## src/rtl/mmio_console.sv

```systemverilog
`default_nettype none
// ============================================================================
// Module   : mmio_console
// Purpose  : Console and exit peripheral sitting on the core's data-memory
//            write channel. Writes to PUTC_ADDR are queued in a TX FIFO and
//            sent out as 8N1 UART frames. A write to EXIT_ADDR records an exit
//            code. Once every queued byte has left the line, a sticky exit
//            flag is raised. Writes to any other address are forwarded to the
//            data RAM.
// Revision : 1.0 - initial release
//
// Ports    : clk          core clock; all state changes on the rising edge
//            reset        synchronous, active-high reset
//            dmem_wready  core write request for the current cycle
//            dmem_waddr   write byte-address
//            dmem_wdata   write data
//            dmem_wstrb   byte strobes (only meaningful to the data RAM)
//            dmem_wvalid  write accepted this cycle (combinational)
//            mem_wready   write request forwarded to the data RAM (comb.)
//            uart_tx      serial output, idle high (registered)
//            exit_valid   sticky program-terminated flag (registered)
//            exit_code    data written to EXIT_ADDR (registered)
//            fifo_level   current TX FIFO occupancy (registered)
//
// Macro    : MMIO_CONSOLE_SIM_EN - when defined, each accepted PUTC byte is
//            echoed with $write, and the rise of exit_valid prints the exit
//            code and ends the simulation. When undefined the module contains
//            no system tasks at all.
// ============================================================================
module mmio_console #(
    parameter logic [31:0] PUTC_ADDR  = 32'h8000001c,
    parameter logic [31:0] EXIT_ADDR  = 32'h8000002c,
    parameter int          FIFO_DEPTH = 16,
    parameter int          CLK_DIV    = 868
) (
    input  logic                          clk,
    input  logic                          reset,
    input  logic                          dmem_wready,
    input  logic [31:0]                   dmem_waddr,
    input  logic [31:0]                   dmem_wdata,
    input  logic [3:0]                    dmem_wstrb,
    output logic                          dmem_wvalid,
    output logic                          mem_wready,
    output logic                          uart_tx,
    output logic                          exit_valid,
    output logic [31:0]                   exit_code,
    output logic [$clog2(FIFO_DEPTH):0]   fifo_level
);

    localparam int c_aw = $clog2(FIFO_DEPTH);
    localparam int c_lw = c_aw + 1;
    localparam int c_dw = $clog2(CLK_DIV);

    typedef enum logic [1:0] {
        S_IDLE  = 2'd0,
        S_START = 2'd1,
        S_DATA  = 2'd2,
        S_STOP  = 2'd3
    } tx_state_t;

    // ------------------------------------------------------------------------
    // State
    // ------------------------------------------------------------------------
    logic [7:0]      fifo_mem_q [FIFO_DEPTH];
    logic [c_aw-1:0] wr_ptr_q, wr_ptr_d;
    logic [c_aw-1:0] rd_ptr_q, rd_ptr_d;
    logic [c_lw-1:0] level_q,  level_d;

    tx_state_t       state_q,  state_d;
    logic [c_dw-1:0] div_q,    div_d;
    logic [2:0]      bit_q,    bit_d;
    logic [7:0]      shift_q,  shift_d;
    logic            tx_q,     tx_d;

    logic            exit_pending_q, exit_pending_d;
    logic            exit_valid_q,   exit_valid_d;
    logic [31:0]     exit_code_q,    exit_code_d;

    // ------------------------------------------------------------------------
    // Decode and write handshake
    // ------------------------------------------------------------------------
    logic w_is_putc, w_is_exit, w_is_mmio;
    logic w_full, w_empty, w_accept, w_push, w_pop, w_div_end;

    // Strobes only matter to the RAM; the console takes the low byte as-is.
    logic w_unused_strb;
    assign w_unused_strb = ^dmem_wstrb;

    assign w_is_putc = (dmem_waddr == PUTC_ADDR);
    assign w_is_exit = (dmem_waddr == EXIT_ADDR);
    assign w_is_mmio = w_is_putc | w_is_exit;

    // Full is taken from the registered level, so a pop happening in the
    // same cycle never makes room for a push in that cycle.
    assign w_full  = (level_q == c_lw'(FIFO_DEPTH));
    assign w_empty = (level_q == '0);

    // The core is frozen as soon as an exit has been requested.
    assign dmem_wvalid = !(exit_pending_q | exit_valid_q) && !(w_is_putc && w_full);
    assign w_accept    = dmem_wready & dmem_wvalid;
    assign mem_wready  = w_accept & ~w_is_mmio;
    assign w_push      = w_accept & w_is_putc;

    assign w_div_end   = (div_q == c_dw'(CLK_DIV - 1));

    // ------------------------------------------------------------------------
    // TX FSM next-state and serial output
    // ------------------------------------------------------------------------
    always_comb begin
        state_d = state_q;
        div_d   = div_q;
        bit_d   = bit_q;
        shift_d = shift_q;
        tx_d    = 1'b1;
        w_pop   = 1'b0;
        case (state_q)
            S_IDLE: begin
                tx_d = 1'b1;
                if (!w_empty) begin
                    w_pop   = 1'b1;
                    shift_d = fifo_mem_q[rd_ptr_q];
                    div_d   = '0;
                    bit_d   = '0;
                    state_d = S_START;
                end
            end
            S_START: begin
                tx_d = 1'b0;
                if (w_div_end) begin
                    div_d   = '0;
                    state_d = S_DATA;
                end else begin
                    div_d = div_q + 1'b1;
                end
            end
            S_DATA: begin
                tx_d = shift_q[0];
                if (w_div_end) begin
                    div_d   = '0;
                    shift_d = {1'b0, shift_q[7:1]};
                    if (bit_q == 3'd7) begin
                        state_d = S_STOP;
                    end else begin
                        bit_d = bit_q + 1'b1;
                    end
                end else begin
                    div_d = div_q + 1'b1;
                end
            end
            S_STOP: begin
                tx_d = 1'b1;
                if (w_div_end) begin
                    div_d   = '0;
                    state_d = S_IDLE;
                end else begin
                    div_d = div_q + 1'b1;
                end
            end
            default: begin
                state_d = S_IDLE;
            end
        endcase
    end

    // ------------------------------------------------------------------------
    // FIFO pointers, level and exit bookkeeping
    // ------------------------------------------------------------------------
    always_comb begin
        wr_ptr_d       = wr_ptr_q;
        rd_ptr_d       = rd_ptr_q;
        level_d        = level_q;
        exit_pending_d = exit_pending_q;
        exit_code_d    = exit_code_q;
        exit_valid_d   = exit_valid_q;

        // Pointers are exactly c_aw bits wide, so they wrap modulo the depth.
        if (w_push) begin
            wr_ptr_d = wr_ptr_q + 1'b1;
        end
        if (w_pop) begin
            rd_ptr_d = rd_ptr_q + 1'b1;
        end
        case ({w_push, w_pop})
            2'b10:   level_d = level_q + 1'b1;
            2'b01:   level_d = level_q - 1'b1;
            default: level_d = level_q;
        endcase

        if (w_accept && w_is_exit) begin
            exit_pending_d = 1'b1;
            exit_code_d    = dmem_wdata;
        end
        // Exit only once the line has drained completely.
        if (exit_pending_q && w_empty && (state_q == S_IDLE)) begin
            exit_valid_d = 1'b1;
        end
    end

    // ------------------------------------------------------------------------
    // Registers
    // ------------------------------------------------------------------------
    always_ff @(posedge clk) begin
        if (reset) begin
            wr_ptr_q       <= '0;
            rd_ptr_q       <= '0;
            level_q        <= '0;
            state_q        <= S_IDLE;
            div_q          <= '0;
            bit_q          <= '0;
            shift_q        <= '0;
            tx_q           <= 1'b1;
            exit_pending_q <= 1'b0;
            exit_valid_q   <= 1'b0;
            exit_code_q    <= '0;
        end else begin
            wr_ptr_q       <= wr_ptr_d;
            rd_ptr_q       <= rd_ptr_d;
            level_q        <= level_d;
            state_q        <= state_d;
            div_q          <= div_d;
            bit_q          <= bit_d;
            shift_q        <= shift_d;
            tx_q           <= tx_d;
            exit_pending_q <= exit_pending_d;
            exit_valid_q   <= exit_valid_d;
            exit_code_q    <= exit_code_d;
        end
    end

    // Storage needs no reset: contents are only visible through the pointers.
    always_ff @(posedge clk) begin
        if (w_push) begin
            fifo_mem_q[wr_ptr_q] <= dmem_wdata[7:0];
        end
    end

`ifdef MMIO_CONSOLE_SIM_EN
    always @(posedge clk) begin
        if (!reset && w_push) begin
            $write("%c", dmem_wdata[7:0]);
        end
        if (!reset && exit_valid_d && !exit_valid_q) begin
            $display("mmio_console: exit code %0d (0x%08h)", exit_code_q, exit_code_q);
            $finish(1);
        end
    end
`else
`endif

    assign uart_tx    = tx_q;
    assign exit_valid = exit_valid_q;
    assign exit_code  = exit_code_q;
    assign fifo_level = level_q;

endmodule
`default_nettype wire

```

## config.mk

```make
export PLATFORM = sky130hd
export DESIGN_NAME = mmio_console
export DESIGN_NICKNAME = d
export VERILOG_FILES = /design/src/rtl/mmio_console.sv
export SDC_FILE = /design/constraint.sdc
export NUM_CORES = 1
export LEC_CHECK = 0
export CAP_MARGIN = 20
export CELL_PAD_IN_SITES_DETAIL_PLACEMENT = 0
export CELL_PAD_IN_SITES_GLOBAL_PLACEMENT = 2
export CORE_MARGIN = 2
export CORE_UTILIZATION = 30
export CTS_BUF_LIST = sky130_fd_sc_hd__clkbuf_2 sky130_fd_sc_hd__clkbuf_4 sky130_fd_sc_hd__clkbuf_8
export DETAILED_ROUTE_END_ITERATION = 10
export GPL_TIMING_DRIVEN = 1
export PLACE_DENSITY = 0.62
export SYNTH_ARGS = -nofsm -noshare
export SYNTH_HDL_FRONTEND = slang
export SYNTH_SLANG_ARGS = --single-unit
export TNS_END_PERCENT = 50
```

## constraint.sdc

```tcl
create_clock -name clk -period 4.5 [get_ports clk]
set_input_delay 0.9 -clock clk [delete_from_list [all_inputs] [get_ports clk]]
set_output_delay 0.9 -clock clk [all_outputs]
set_load 0.02 [all_outputs]
```

==> key figures <==
Status
  • Outcome: finished, final reports clean

Layout
  • ANT cells: 0
  • Fillcell total: 2,662
  • Commonest cells after routing, fill and taps aside: 128 x edfxtp_1, 106 x clkdlybuf4s50_1, 73 x dfxtp_1
  • Area growth, synth to finish: 25.6%
  • Footprint of the multi-input gates: approximately 0.0028 mm^2
  • Post-layout net count: 785
  • Post-Layout Cell Count: 1,101
  • FF+latch area: 0.00535 mm^2
  • Fraction of layout cells with a size suffix above 1: 16.0%
  • Most common cell after layout, fill and taps aside: edfxtp_1

Synth
  • Synthesized netlist cell count: 575
  • Post-synth EDFFs: around 130
  • Sequential share of the synthesized area: a little under two thirds
  • Most used DFF post-synth: edfxtp_1
  • Syn Std Cell Area: 0.00837 mm^2
  • Yosys reg bits: 203
  • Yosys warning total: 0
  • Post-synthesis cell type count: 51
  • Mapped Avg Cell Area: between 10 and 15 um^2
  • Syn nets: 663
  • Async S/R FF share, synth: 0%

Timing
  • RSZ-0062 raised after global routing: false
  • Final hold violation count: 0
  • # setup viols final: 0
  • Relative slew slack: 36.4%
  • Crit path time final: roughly 3800 ps
  • Slew Limit Fails: 0
  • Final period util: 84.1%
  • F_max: 0.264 GHz
  • Sum of negative setup slack: 0 ps
  • Clock Skew: 31.4 ps
  • Worst-margin pin slew: 953 ps

Clock network
  • TritonCTS clock tree: done
  • CTS clock-pin slew for the worst setup and hold paths: 60 ps
  • Postcts setup bufs: 0
  • Post-CTS sizing: 0
  • Clk buf depth: 3
  • Latest clock arrival within the worst-skew pair: 540 ps
  • CTS root buffer: clkbuf_8
  • Clk sink count: 203
  • Post-CTS Hold Buffers: 0
  • CTS Buf Count: 37
  • H-tree Lvls: 2

Floorplanning
  • Core Footprint: 0.0276 mm^2
  • Row count: 61
  • Die Y: around 170 um
  • DIE WIDTH: roughly 170 um
  • Die area: 0.0292 mm^2
  • Starting density of the core: 30.3%
  • IO Pins: roughly 110

Placement
  • Final GP Congestion: roughly 0.72
  • Buffers on Ports: 107
  • Dpl cells: 1,036
  • Detailed placement HPWL: 12,600 um

Min path
  • Worst Hold Class: flip-flop to flip-flop
  • Beginning of the worst hold path: shift_q[7]

Critical path
  • CP arrival: 2890 ps
  • CP Launch Point: dmem_waddr[27]
  • Crit. End Element: output port
  • Crit start category: input pin
  • Worst r2r src: state_q[0]
  • Crit Path Class: input pin to output port
  • Critical path fanouts, max: 2
  • Critical Path RT: 3600 ps

Drt
  • Via count: roughly 5,100
  • Pre-antenna DRT Iters: 4
  • Avg WL per Cell: 17.1 um
  • Antenna Nets Post-Route: 0
  • Final WL: 18,800 um
  • DR iter-0 viols: 280
  • Vias/cell: 4.62
  • DRC viols: 0

Global route
  • Global-route usage over all layers: 13.0%
  • Vias in the first global route: 5,288
  • GRT overflow: 0
  • First-pass GRT wire length: 29,000 um
  • Largest net degree at the start of global routing: 37
  • Initial antenna violation count: 0

Power and ir drop
  • Pwr/cell area: 461 mW/mm^2
  • Worst VDD drop: 0.000204 V
  • Pleak: 0.00350 uW

Flow run
  • Max-cap viol count: 0
==> final cells by class <==
type | instances | area share, %
repair buffers | 115 | 10.7
clock inverters | 16 | 1.17
inverters | 8 | 0.286
flip-flops and latches | 203 | 50.9
well taps | 378 | 4.50
clock buffers | 49 | 5.82
multi-input cells | 332 | 26.6
==> registers in the layout (all words and copies together), names as in the netlist, named ones only <==
register and flops:
fifo_level 5, state_q 2, exit_pending_q 1, shift_q 8, div_q 10, exit_code 32
rd_ptr_q 4, fifo_mem_q 128, exit_valid 1, uart_tx 1, bit_q 3, wr_ptr_q 4
==> synth_stat cells, types with 2 or more instances <==
cell type  instances  share of area, %
a21oi_1            8              0.48
a22o_1             2              0.21
a311oi_1           8              0.84
and3_1            19               1.4
and4_1             2              0.21
buf_1              4              0.18
buf_2              5              0.30
buf_4              4              0.36
buf_6              7              0.94
clkbuf_1          12              0.54
dfxtp_1           75                18
edfxtp_1         128                46
ha_1              17               2.5
inv_1              7              0.31
mux2_2             9               1.2
mux2i_1           43               5.1
mux4_2            33               8.9
nand2_1           26               1.2
nand2b_1           4              0.30
nand3_1            2              0.12
nand3b_1           3              0.27
nand4_1           10              0.75
nor2_1            70               3.1
nor2b_1            7              0.52
nor3_1             3              0.18
nor3b_1            3              0.27
nor4_1            10              0.75
nor4b_1            2              0.21
o211ai_1           7              0.63
o21ai_0            4              0.24
o31ai_1            2              0.18
or3_1              3              0.22
xnor2_1            3              0.31
xor2_1            16               1.7
==> power by group <==
part	internal (uW)	total (uW)	switching (uW)	leakage, uW
clock	956	1710	759	0.000389
sequential	2050	2190	139	0.00176
combinational	493	946	453	0.00135
total	3500	4850	1350	0.00350
==> routing by layer <==
| metal | global-route usage [%] | vias up | part of all wire [%] |
|---|---|---|---|
| met5 | 0 | - | 0 |
| met4 | 5.08 | 0 | 2.7 |
| met3 | 3.59 | 38 | 5.6 |
| met2 | 21.8 | 122 | 49 |
| met1 | 15.9 | 2493 | 43 |
| li1 | - | 2429 | - |
==> cells by family (layout without fill, tap and decap cells) <==
family	after synthesis	after routing	synth area share (%)
compound gates	42	42	3.56
simple gates	169	169	10.1
fa+ha+maj	17	17	2.54
xor+xnor	19	19	1.99
buf+inv	40	188	2.68
mux	85	85	15.2
flops	203	203	63.9
==> worst paths after layout <==
path         slack [ps]            end  cells past startpoint
max                 710     mem_wready                      6
min                 470     shift_q[7]                      2
max reg2reg        1230  fifo_level[4]                     11
min reg2reg         470     shift_q[7]                      2
==> critical path, cell delays in order <==
cell and delay [ps]:
clkdlybuf4s50_1 400, nor4_1 430, nand4_1 260, nor2_1 200, a21boi_0 110, clkdlybuf4s50_1 560
==> per-stage QoR <==
| step | setup slack [ps] | utilization [%] | power (uW) | cell area [um^2] | hold WS [ps] |
|---|---|---|---|---|---|
| 4_1_cts | 626 | 38.0 | 4940 | 10500 | 471 |
| 3_5_place_dp | 364 | 35.4 | 3190 | 9770 | 464 |
| 5_1_grt | 538 | 38.0 | 5130 | 10500 | 512 |
| 3_3_place_gp | 354 | 35.4 | 3170 | 9770 | 462 |
| 2_1_floorplan | 853 | - | 2930 | 8370 | 443 |
| 6_report | 714 | 38.0 | 4850 | 10500 | 472 |
Note: power is estimated with default switching activity, not from simulation.
